==> config.mk <==
export PLATFORM = sky130hd
export DESIGN_NAME = timer_controller
export DESIGN_NICKNAME = d
export VERILOG_FILES = /design/src/rtl/timer_controller.sv
export SDC_FILE = /design/constraint.sdc
export NUM_CORES = 1
export LEC_CHECK = 0
export CORE_ASPECT_RATIO = 0.7
export CORE_MARGIN = 10
export CORE_UTILIZATION = 51
export CTS_BUF_LIST = sky130_fd_sc_hd__clkbuf_8
export DETAILED_ROUTE_END_ITERATION = 8
export GPL_TIMING_DRIVEN = 0
export PLACE_DENSITY = 0.75
export SETUP_SLACK_MARGIN = 0.02
export SYNTH_ARGS = -nofsm -noshare
export SYNTH_HDL_FRONTEND = slang
export SYNTH_SLANG_ARGS = --single-unit
==> constraint.sdc <==
create_clock -name clk -period 2.47 [get_ports clk]
set_clock_uncertainty 0.2 [all_clocks]
set_input_delay 0.247 -clock clk [delete_from_list [all_inputs] [get_ports clk]]
set_output_delay 0.247 -clock clk [all_outputs]
set_load 0.02 [all_outputs]
==> src/rtl/timer_controller.sv <==
// Countdown timer: prescaled one-second tick, pause/resume, cancel and a timed alarm phase.
// All outputs are registered; state, prescaler and edge detectors share one clocked process.
module timer_controller #(
    parameter int unsigned DIV        = 50_000_000,
    parameter int unsigned CNT_W      = 26,
    parameter int unsigned TIME_W     = 12,
    parameter int unsigned ALARM_SECS = 10
) (
    input  logic              clk,
    input  logic              rst,
    input  logic              start,
    input  logic              stop,
    input  logic              load,
    input  logic [TIME_W-1:0] preset,
    output logic              is_counting,
    output logic              sec_clk,
    output logic [TIME_W-1:0] remaining,
    output logic              alarm
);

    typedef enum logic [1:0] {StIdle, StRun, StPause, StAlarm} state_e;

    localparam logic [CNT_W-1:0]  PresMax   = CNT_W'(DIV - 1);
    localparam logic [TIME_W-1:0] AlarmLast = TIME_W'(ALARM_SECS - 1);
    localparam logic [TIME_W-1:0] OneSec    = TIME_W'(1);

    state_e            state_q;
    logic [CNT_W-1:0]  prescaler_q;
    logic [TIME_W-1:0] alarm_secs_q;
    logic              start_q;
    logic              stop_q;

    logic start_edge;
    logic stop_edge;
    logic sec_done;

    assign start_edge = start & ~start_q;
    assign stop_edge  = stop & ~stop_q;
    assign sec_done   = (prescaler_q == PresMax);

    always_ff @(posedge clk) begin
        if (!rst) begin
            state_q      <= StIdle;
            prescaler_q  <= '0;
            alarm_secs_q <= '0;
            remaining    <= '0;
            is_counting  <= 1'b0;
            sec_clk      <= 1'b0;
            alarm        <= 1'b0;
            // Held-high inputs at reset release must not look like edges
            start_q      <= 1'b1;
            stop_q       <= 1'b1;
        end else begin
            start_q <= start;
            stop_q  <= stop;
            sec_clk <= 1'b0;
            unique case (state_q)
                StIdle: begin
                    if (load) begin
                        remaining <= preset;
                    end else if (start_edge && !stop_edge && remaining != '0) begin
                        state_q     <= StRun;
                        prescaler_q <= '0;
                        is_counting <= 1'b1;
                    end
                end
                StRun: begin
                    if (stop_edge) begin
                        state_q     <= StIdle;
                        prescaler_q <= '0;
                        remaining   <= '0;
                        is_counting <= 1'b0;
                    end else begin
                        // The prescaler keeps counting on the pause edge itself
                        if (sec_done) begin
                            prescaler_q <= '0;
                            sec_clk     <= 1'b1;
                            remaining   <= remaining - OneSec;
                        end else begin
                            prescaler_q <= prescaler_q + 1'b1;
                        end
                        if (sec_done && remaining == OneSec) begin
                            state_q      <= StAlarm;
                            alarm_secs_q <= '0;
                            is_counting  <= 1'b0;
                            alarm        <= 1'b1;
                        end else if (start_edge) begin
                            state_q     <= StPause;
                            is_counting <= 1'b0;
                        end
                    end
                end
                StPause: begin
                    if (stop_edge) begin
                        state_q     <= StIdle;
                        prescaler_q <= '0;
                        remaining   <= '0;
                    end else if (start_edge) begin
                        state_q     <= StRun;
                        is_counting <= 1'b1;
                    end
                end
                StAlarm: begin
                    if (start_edge || stop_edge) begin
                        state_q     <= StIdle;
                        prescaler_q <= '0;
                        alarm       <= 1'b0;
                    end else if (sec_done) begin
                        prescaler_q <= '0;
                        if (alarm_secs_q == AlarmLast) begin
                            state_q <= StIdle;
                            alarm   <= 1'b0;
                        end else begin
                            alarm_secs_q <= alarm_secs_q + 1'b1;
                        end
                    end else begin
                        prescaler_q <= prescaler_q + 1'b1;
                    end
                end
                default: state_q <= StIdle;
            endcase
        end
    end

endmodule

# Word level (Yosys, flattened, before mapping)

Cells that the tools add are included.

Register bits after elaboration: 57
Word-level logic and storage cells: 100
Bits of input ports: 17

Muxes and demuxes: 44
Equality and inequality tests: 22
Reductions and logical operators: 16
Bitwise operators: 6
$add $sub $neg: 3

Operator list:

| cell                  | count |
|---|---|
| $mux 26               | 6 |
| $mux 12               | 9 |
| $pmux 26 s4           | 1 |
| $pmux 12 s3           | 1 |
| $add 26x1->26 const B | 1 |
| $eq 26x26->1 const B  | 1 |
| $pmux 12 s2           | 1 |
| $ne 2x2->1 const B    | 11 |
| $mux 2                | 10 |
| $reduce_and 6->1      | 3 |
| $mux 1                | 13 |
| $add 12x1->12 const B | 1 |
| $eq 12x1->1 const B   | 1 |
| $eq 12x4->1 const B   | 1 |
| $ne 3x3->1 const B    | 4 |
| $reduce_bool 12->1    | 1 |
| $sub 12x1->12 const B | 1 |
| $pmux 2 s4            | 1 |
| $reduce_and 5->1      | 1 |
| $eq 2x2->1 const B    | 2 |
| $ne 4x4->1 const B    | 1 |
| $not 1->1             | 4 |
| $reduce_and 4->1      | 1 |
| $logic_and 1x1->1     | 3 |
| 11 further kinds      | 12 |

# Depth between registers and ports, before layout

Gate-level depths: netlist of run 1.

Depth in word-level cells: 8
Depth in mapped cells: 9
Gate-level depth less buffers: 8

# Worst setup path before layout of run 1

No wires, ideal clock.

Path type: register -> register
Start: register remaining[4]
End: register prescaler_q[10]
Slack: -0.124 ns
Stages on the path, launching flop included: 9
Buffers on the path: 2
Arrival: 2.267 ns
Cell sequence: dfxtp_1 clkbuf_1 nor4_1 and4_1 o41ai_2 nand2_1 o21ai_1 clkbuf_1 nor2_1

Longest elaborated chain between the ends: 4

Ends and longest elaborated chain:

| item                       | RTL line | RTL |
|---|---|---|
| start: declaration         | 17       | `output logic [TIME_W-1:0] remaining,` |
| start signal: assignment   | 60       | `remaining <= preset;` |
| start signal: assignment   | 78       | `remaining <= remaining - OneSec;` |
| $reduce_bool 12->1         | 61       | `end else if (start_edge && !stop_edge && remaining != '0) begin` |
| $logic_and 1x1->1          | 61       |  |
| $ne 2x2->1 (no line)       | --       |  |
| $reduce_and 3->1 (no line) | --       |  |
| end signal: assignment     | 80       | `prescaler_q <= prescaler_q + 1'b1;` |
| end signal: assignment     | 117      | `prescaler_q <= prescaler_q + 1'b1;` |
| end: declaration           | 28       | `logic [CNT_W-1:0] prescaler_q;` |

Every way passes these cells.
A chain may end at the register's enable or synchronous reset.

# Worst setup path after layout of run 1

Start: register prescaler_q[11]
End: register remaining[4]

Longest elaborated chain between the ends: 3

Ends and longest elaborated chain:

| item                       | RTL line | RTL |
|---|---|---|
| $eq 26x26->1               | 39       | `assign sec_done = (prescaler_q == PresMax);` |
| $ne 3x3->1 (no line)       | --       |  |
| $reduce_and 4->1 (no line) | --       |  |

Every way passes these cells.

==> reports/metrics.csv, run 1 <==
stage,metric,value,unit
pwr,total power of the final layout,3.377,mW
setup_path,largest driver fanout on the critical path,5,
global_routing,antenna violations before repair,0,
routing,amount of wire on met3 after detailed routing,898,um
floorplanning,initial cell density of the core,0.5270,
yosys,syn nets,444,
routing,Top Metal Used,met4,
floorplanning,number of I/O pins,32,
cells_and_area,Antenna Diode Count,0,
routing,average routed wire per standard cell,17.93,um
yosys,cell count after synthesis,417,
hold_path,worst hold path class,in2reg,
setup_path,kind of start point of the critical path,flip-flop,
setup_path,launch instance of the worst register-to-register path,prescaler_q[11],
routing,iteration-0 DRC count of the detailed router,251,
sta,Final Hold Violating Endpoints,0,
yosys,most numerous cell types in the synthesized netlist,"sky130_fd_sc_hd__dfxtp_1, sky130_fd_sc_hd__nor2_1, sky130_fd_sc_hd__nand2_1",
pwr,pwr dens,766.9,nW/um^2
clock_tree,clock latency of the later-clocked register in the worst-skew pair,350,ps
yosys,synthesized cell area,3276,um^2
sta,number of endpoints failing setup at the final stage,45,
placed_design,weighted congestion reported at the end of routability-driven placement,0.8709,
placed_design,placed insts,525,
run,reported max-cap violation count,0,
yosys,leading post-synthesis cells by cell area,"sky130_fd_sc_hd__dfxtp_1, sky130_fd_sc_hd__nor2_1, sky130_fd_sc_hd__nand2_1, sky130_fd_sc_hd__xnor2_1, sky130_fd_sc_hd__ha_1",
yosys,count of cell types in the netlist,56,
yosys,cell type with the largest total area after synthesis,sky130_fd_sc_hd__dfxtp_1,
cells_and_area,fraction of layout instances using a drive strength above 1,0.2330,
sta,worst setup slack after layout,-104.4,ps
routing,detailed route wirelength on metal2,4.259,mm
cells_and_area,Final nets,507,
placed_design,hpwl dp,6.201,mm
routing,total via count after detailed routing,3489,
cells_and_area,fin area,4403,um^2
routing,Final ANT Viol Nets,0,
routing,detailed-route wire length,10.09,mm
clock_tree,number of clock buffers inserted by TritonCTS,9,
sta,final number of max-transition violations,0,
yosys,Yosys top cell area share,0.3484,
setup_path,arrival time reported for the critical path endpoint,2600,ps
cells_and_area,area overhead of the layout relative to synthesis,34.42,%
status,violations in the final reports,negative setup slack,
sta,FMAX,388.4,MHz
floorplanning,row count,24,
floorplanning,Die Span X,115.8,um
yosys,predominant post-synthesis flop cell,sky130_fd_sc_hd__dfxtp_1,
placed_design,number of I/O port buffers,30,
global_routing,first-pass GRT wire length,15.64,mm
yosys,post-synthesis register bit count,57,
clock_tree,clock-pin slew of the registers on the worst-case setup and hold paths,60,ps
yosys,"Warnings, synthesis",0,
global_routing,via count of the first global-routing pass,3201,
sta,unrepaired setup endpoints after global routing,yes,
clock_tree,CTS tree,done,
global_routing,overall routing resource usage,0.1904,
routing,Pre-antenna DRT Iters,5,
setup_path,crit end category,flip-flop,
status,outcome,"finished, violations left",
floorplanning,Die Height,87.05,um
floorplanning,area enclosed by the die boundary,10080,um^2
yosys,sequential cell area fraction in the yosys report,0.3484,
hold_path,hold_sp,rst,
clock_tree,total number of H-tree levels,3,
routing,post-route DRC violation count,0,
cells_and_area,number of standard cells in the final layout excluding fillers,563,
global_routing,total congestion overflow after global routing,0,
placed_design,placed standard-cell area,3695,um^2
setup_path,data required time at the worst endpoint,2490,ps
pwr,P_leak,1.547,nW
sta,fraction of the cycle the final worst path needs,1.042,
sta,Max transition margin,0.4660,
clock_tree,Bufs on Longest Clock Path,2,
routing,post-DR vias/cell,6.197,
routing,wire length the detailed router placed on met1,4.675,mm
sta,WHS,128.5,ps
pwr,worst voltage drop across the vdd grid,490.8,uV
sta,Worst Max-Slew Pin Slew,793.7,ps
clock_tree,buffer type at the clock tree root,sky130_fd_sc_hd__clkbuf_8,
clock_tree,number of clock sinks,57,
floorplanning,CORE AREA,6216,um^2
cells_and_area,utilization of the core after routing,0.7083,
yosys,number of synthesized flops with an enable pin,0,
sta,"Min Clock Period, post-route",2574,ps
cells_and_area,number of fill cells in the layout,467,
yosys,Post-Synthesis Mean Instance Area,7.855,um^2
yosys,Synth async-reset ratio,0,
setup_path,critical path class,reg2reg,
yosys,leading cell type by number of instances after synthesis,sky130_fd_sc_hd__dfxtp_1,
setup_path,worst setup path startpoint,prescaler_q[11],
global_routing,largest net degree at the start of global routing,11,
[timing repair]
action                                  4_1_cts  5_1_grt
hold buffers                                  0        0
pin swaps                                    26       23
resized for setup                            42       61
buffers inserted                             15        6
endpoints found under the setup margin       46       54
gates cloned                                  1        2
[routing by layer]
layer / vias up / GRT usage
met1: 1627 / 0.2565
li1: 1630 / -
met4: 0 / 0.06229
met3: 37 / 0.05510
met5: - / 0
met2: 195 / 0.2849
[final timing paths]
check,to,slack [ps],cells past startpoint
worst max-delay path,remaining[4],-100,8
worst min-delay path,start_q,130,2
worst max register to register,remaining[4],-100,8
worst min register to register,prescaler_q[1],280,2
[flip-flops by register name (all words and copies together), names as in the netlist]
register,cells
alarm,1
remaining,12
sec_clk,1
prescaler_q,26
start_q,1
alarm_secs_q,12
stop_q,1
state_q,2
is_counting,1
[cell families after synthesis]
group | synth area share
xor+xnor | 0.05882
simple gates | 0.3193
buf+inv | 0.04622
compound gates | 0.1730
flops | 0.3484
mux | 0.01604
fa+ha+maj | 0.03820
[worst max-delay path, stage by stage, from the launching register on]
cell	delay, ps
sky130_fd_sc_hd__dfxtp_4	350
sky130_fd_sc_hd__or4_4	540
sky130_fd_sc_hd__nor4_4	330
sky130_fd_sc_hd__buf_4	170
sky130_fd_sc_hd__and3_4	210
sky130_fd_sc_hd__o211ai_1	180
sky130_fd_sc_hd__clkbuf_8	220
sky130_fd_sc_hd__a31oi_2	150
sky130_fd_sc_hd__o32ai_1	110
[layout by cell type (no fill, tap or decap), drive strengths merged, types with 6 or more instances in the layout]
cell type	instances
xor2	6
clkdlybuf4s50	30
a21boi	7
dfxtp	57
nand2	38
and3	8
a31oi	8
buf	28
nor2b	6
a21oi	16
o21a	7
o21ai	23
nor3	21
clkbuf	27
ha	10
nand4	14
xnor2	16
nand3	18
nor2	49
nand2b	6
nor4	13
inv	16
[area by class of cell]
cell class	instances	area (um^2)	share of cell area
tap	78	97.59	0.02217
clock inverter	5	53.80	0.01222
sequential	57	1155	0.2623
buffer	20	130.1	0.02955
inverter	16	60.06	0.01364
timing repair buffer	54	528.0	0.1199
multi-input combinational	322	2227	0.5058
clock buffer	11	151.4	0.03438
[power breakdown]
group | internal (mW) | leakage [nW] | total (mW) | switching (mW)
clock network | 0.517 | 0.109 | 0.910 | 0.393
logic | 0.580 | 0.972 | 1.38 | 0.795
registers | 0.991 | 0.466 | 1.09 | 0.100
total | 2.09 | 1.55 | 3.38 | 1.29
[stage by stage]
| stage | setup TNS [ps] | worst slack [ps] |
|---|---|---|
| floorplan | -70.39 | -70.39 |
| finish | -1542 | -104.4 |
| global route | -4630 | -181.5 |
| global placement | -17270 | -487.0 |
| CTS | -888.4 | -143.1 |
| detailed placement | -17910 | -477.5 |
(Power assumes the default switching activity.)
==> inputs of run 2 (changes only) <==
--- a/config.mk
+++ b/config.mk
@@ -7,11 +7,11 @@
 export LEC_CHECK = 0
 export CORE_ASPECT_RATIO = 0.7
 export CORE_MARGIN = 10
-export CORE_UTILIZATION = 51
+export CORE_UTILIZATION = 50
 export CTS_BUF_LIST = sky130_fd_sc_hd__clkbuf_8
 export DETAILED_ROUTE_END_ITERATION = 8
 export GPL_TIMING_DRIVEN = 0
-export PLACE_DENSITY = 0.75
+export PLACE_DENSITY = 0.72
 export SETUP_SLACK_MARGIN = 0.02
 export SYNTH_ARGS = -nofsm -noshare
 export SYNTH_HDL_FRONTEND = slang
==> run 2 against run 1 <==
Effect of this change: the flow still finishes with violations (negative setup slack); die area is 1.6% higher; worst setup slack got worse by 3.1 ps; count of clock-buffer cells in the layout decreased by 1; sequential cell count stayed put; via count shrank 3.2%; routed wire length is 2.8% lower; hold slack worse by 4.3 ps; global-route usage decreased by 0.85 points; sequential power hardly changed; critical endpoint is now alarm_secs_q[7]; highest routed layer unchanged.
==> reports/metrics.csv, run 2 (synthesized netlist as in run 1, its figures left out) <==
stage,metric,value,unit,change
cells_and_area,max reg flops,26,,unchanged
routing,iteration-0 DRC count of the detailed router,285,,was 251
cells_and_area,most common library cell in the layout ignoring fill and taps,sky130_fd_sc_hd__dfxtp_1,,unchanged
pwr,Internal,2.133,mW,was 2.088 mW
cells_and_area,fraction of layout instances using a drive strength above 1,0.1833,,was 0.2330
cells_and_area,fin area,4285,um^2,was 4403 um^2
floorplanning,initial cell density of the core,0.5194,,was 0.5270
clock_tree,total number of H-tree levels,3,,unchanged
floorplanning,Die Span X,116.7,um,was 115.8 um
floorplanning,Die Height,87.72,um,was 87.05 um
global_routing,largest net degree at the start of global routing,11,,unchanged
routing,Final ANT Viol Nets,0,,unchanged
global_routing,total congestion overflow after global routing,0,,unchanged
floorplanning,number of I/O pins,32,,unchanged
sta,FMAX,388.0,MHz,was 388.4 MHz
placed_design,placed standard-cell area,3695,um^2,unchanged
sta,number of endpoints failing setup at the final stage,10,,was 45
clock_tree,number of clock sinks,57,,unchanged
routing,Top Metal Used,met4,,unchanged
placed_design,number of I/O port buffers,30,,unchanged
status,violations in the final reports,negative setup slack,,unchanged
sta,worst setup slack after layout,-107.5,ps,was -104.4 ps
setup_path,critical path class,reg2reg,,unchanged
pwr,sequential power share,0.322,,was 0.323
pwr,worst voltage drop across the vdd grid,421.3,uV,was 490.8 uV
sta,Worst Max-Slew Pin Slew,873.3,ps,was 793.7 ps
setup_path,crit end category,flip-flop,,unchanged
pwr,Logic pwr share,0.388,,was 0.407
floorplanning,CORE AREA,6306,um^2,was 6216 um^2
routing,detailed-route wire length,9.815,mm,was 10.09 mm
cells_and_area,"commonest cells after routing, fill and taps aside","sky130_fd_sc_hd__dfxtp_1, sky130_fd_sc_hd__nor2_1, sky130_fd_sc_hd__nand2_1",,unchanged
clock_tree,buffer type at the clock tree root,sky130_fd_sc_hd__clkbuf_8,,unchanged
sta,Final Hold Violating Endpoints,0,,unchanged
global_routing,via count of the first global-routing pass,3081,,was 3201
pwr,total power of the final layout,3.393,mW,was 3.377 mW
clock_tree,clock-pin slew of the registers on the worst-case setup and hold paths,70,ps,was 60 ps
clock_tree,clock latency of the later-clocked register in the worst-skew pair,340,ps,was 350 ps
pwr,Clock Power Share,0.291,,was 0.270
pwr,switching power,1.260,mW,was 1.289 mW
pwr,switching part of the total power,0.3713,,was 0.3817
routing,wire length the detailed router placed on met1,4.586,mm,was 4.675 mm
hold_path,worst hold path class,in2reg,,unchanged
cells_and_area,Antenna Diode Count,0,,unchanged
cells_and_area,area overhead of the layout relative to synthesis,30.83,%,was 34.42%
sta,final number of max-transition violations,0,,unchanged
floorplanning,area enclosed by the die boundary,10240,um^2,was 10080 um^2
cells_and_area,Final nets,502,,was 507
cells_and_area,Top Registers,"prescaler_q x26, alarm_secs_q x12, remaining x12",,unchanged
routing,post-DR vias/cell,6.052,,was 6.197
clock_tree,Bufs on Longest Clock Path,2,,unchanged
routing,post-route DRC violation count,0,,unchanged
sta,Max transition margin,0.4124,,was 0.4660
global_routing,antenna violations before repair,0,,unchanged
pwr,P_leak,1.546,nW,was 1.547 nW
status,outcome,"finished, violations left",,unchanged
pwr,pwr dens,791.8,nW/um^2,was 766.9 nW/um^2
placed_design,worst setup slack after placement,-509.5,ps,was -477.5 ps
routing,Pre-antenna DRT Iters,5,,unchanged
routing,detailed route wirelength on metal2,4.313,mm,was 4.259 mm
placed_design,hpwl dp,6.383,mm,was 6.201 mm
placed_design,weighted congestion reported at the end of routability-driven placement,0.8645,,was 0.8709
sta,"Min Clock Period, post-route",2577,ps,was 2574 ps
setup_path,kind of start point of the critical path,flip-flop,,unchanged
routing,average routed wire per standard cell,17.59,um,was 17.93 um
routing,amount of wire on met3 after detailed routing,730,um,was 898 um
setup_path,arrival time reported for the critical path endpoint,2650,ps,was 2600 ps
setup_path,data required time at the worst endpoint,2540,ps,was 2490 ps
sta,WHS,124.2,ps,was 128.5 ps
global_routing,first-pass GRT wire length,15.10,mm,was 15.64 mm
clock_tree,number of clock buffers inserted by TritonCTS,9,,unchanged
floorplanning,row count,24,,unchanged
sta,unrepaired setup endpoints after global routing,yes,,unchanged
global_routing,overall routing resource usage,0.1819,,was 0.1904
clock_tree,CTS tree,done,,unchanged
cells_and_area,number of fill cells in the layout,498,,was 467
routing,total via count after detailed routing,3377,,was 3489
run,reported max-cap violation count,0,,unchanged
cells_and_area,Biggest register,prescaler_q,,unchanged
setup_path,largest driver fanout on the critical path,3,,was 5
sta,fraction of the cycle the final worst path needs,1.044,,was 1.042
-- run 2: cell types whose count changed in the layout (fill, tap and decap cells not counted), moves of 4 or more --
cell	change
sky130_fd_sc_hd__a21boi_0	+7
sky130_fd_sc_hd__a21boi_2	-6
sky130_fd_sc_hd__buf_6	-7
sky130_fd_sc_hd__nor3_1	+6
sky130_fd_sc_hd__nor3_2	-5
sky130_fd_sc_hd__o21ai_0	+4
-- run 2: worst paths after layout --
path / start / to / slack [ps] / cells past startpoint
setup reg to reg: prescaler_q[9] / alarm_secs_q[7] / -110 / 7
hold reg to reg: prescaler_q[1] / prescaler_q[1] / 280 / 2
setup / recovery: prescaler_q[9] / alarm_secs_q[7] / -110 / 7
hold / removal: rst / start_q / 120 / 2
-- run 2: worst max-delay path, stage by stage, from the launching register on --
cell                      delay, ps
sky130_fd_sc_hd__dfxtp_2        330
sky130_fd_sc_hd__or4_4          540
sky130_fd_sc_hd__nor4_4         350
sky130_fd_sc_hd__nand4_2        160
sky130_fd_sc_hd__buf_4          190
sky130_fd_sc_hd__buf_4          130
sky130_fd_sc_hd__or3_2          450
sky130_fd_sc_hd__a21oi_2        150
-- run 2: final cells by class --
cell class | instances | area [um^2] | share of cell area
plain buffers | 20 | 115.1 | 0.02686
inverters | 16 | 60.06 | 0.01401
well taps | 78 | 97.59 | 0.02277
clock buffers | 10 | 137.6 | 0.03212
multi-input cells | 322 | 2172 | 0.5069
flip-flops and latches | 57 | 1154 | 0.2692
repair buffers | 49 | 465.4 | 0.1086
clock inverters | 6 | 83.83 | 0.01956
-- run 2: metal layers --
| metal | global-route usage | vias up |
|---|---|---|
| met5 | 0 | - |
| met4 | 0.06711 | 0 |
| met3 | 0.05328 | 22 |
| met2 | 0.2567 | 149 |
| met1 | 0.2547 | 1580 |
| li1 | - | 1626 |
-- run 2: repair_timing --
action,in CTS,in global routing
setup endpoints to repair,46,49
gates cloned,1,1
buffers inserted,13,4
hold buffers,0,0
gates resized for setup,23,45
pin swaps,10,13
-- run 2: power groups by stage --
stage	clock network (mW)	registers, mW	logic, mW
after global placement	0	1.10	1.04
after CTS	0.994	1.08	1.19
after floorplan	0	1.14	0.669
final	0.986	1.09	1.32
after detailed placement	0	1.10	1.06
after global routing	1.03	1.10	1.41
-- run 2: through the flow --
step | instances | util | setup TNS [ps]
detailed placement | 525 | 0.5859 | -18610
finish | 558 | 0.6796 | -515.2
CTS | 553 | 0.6498 | -600.9
global route | 558 | 0.6796 | -1712
floorplan | 417 | - | -70.39
global placement | 525 | 0.5859 | -18250
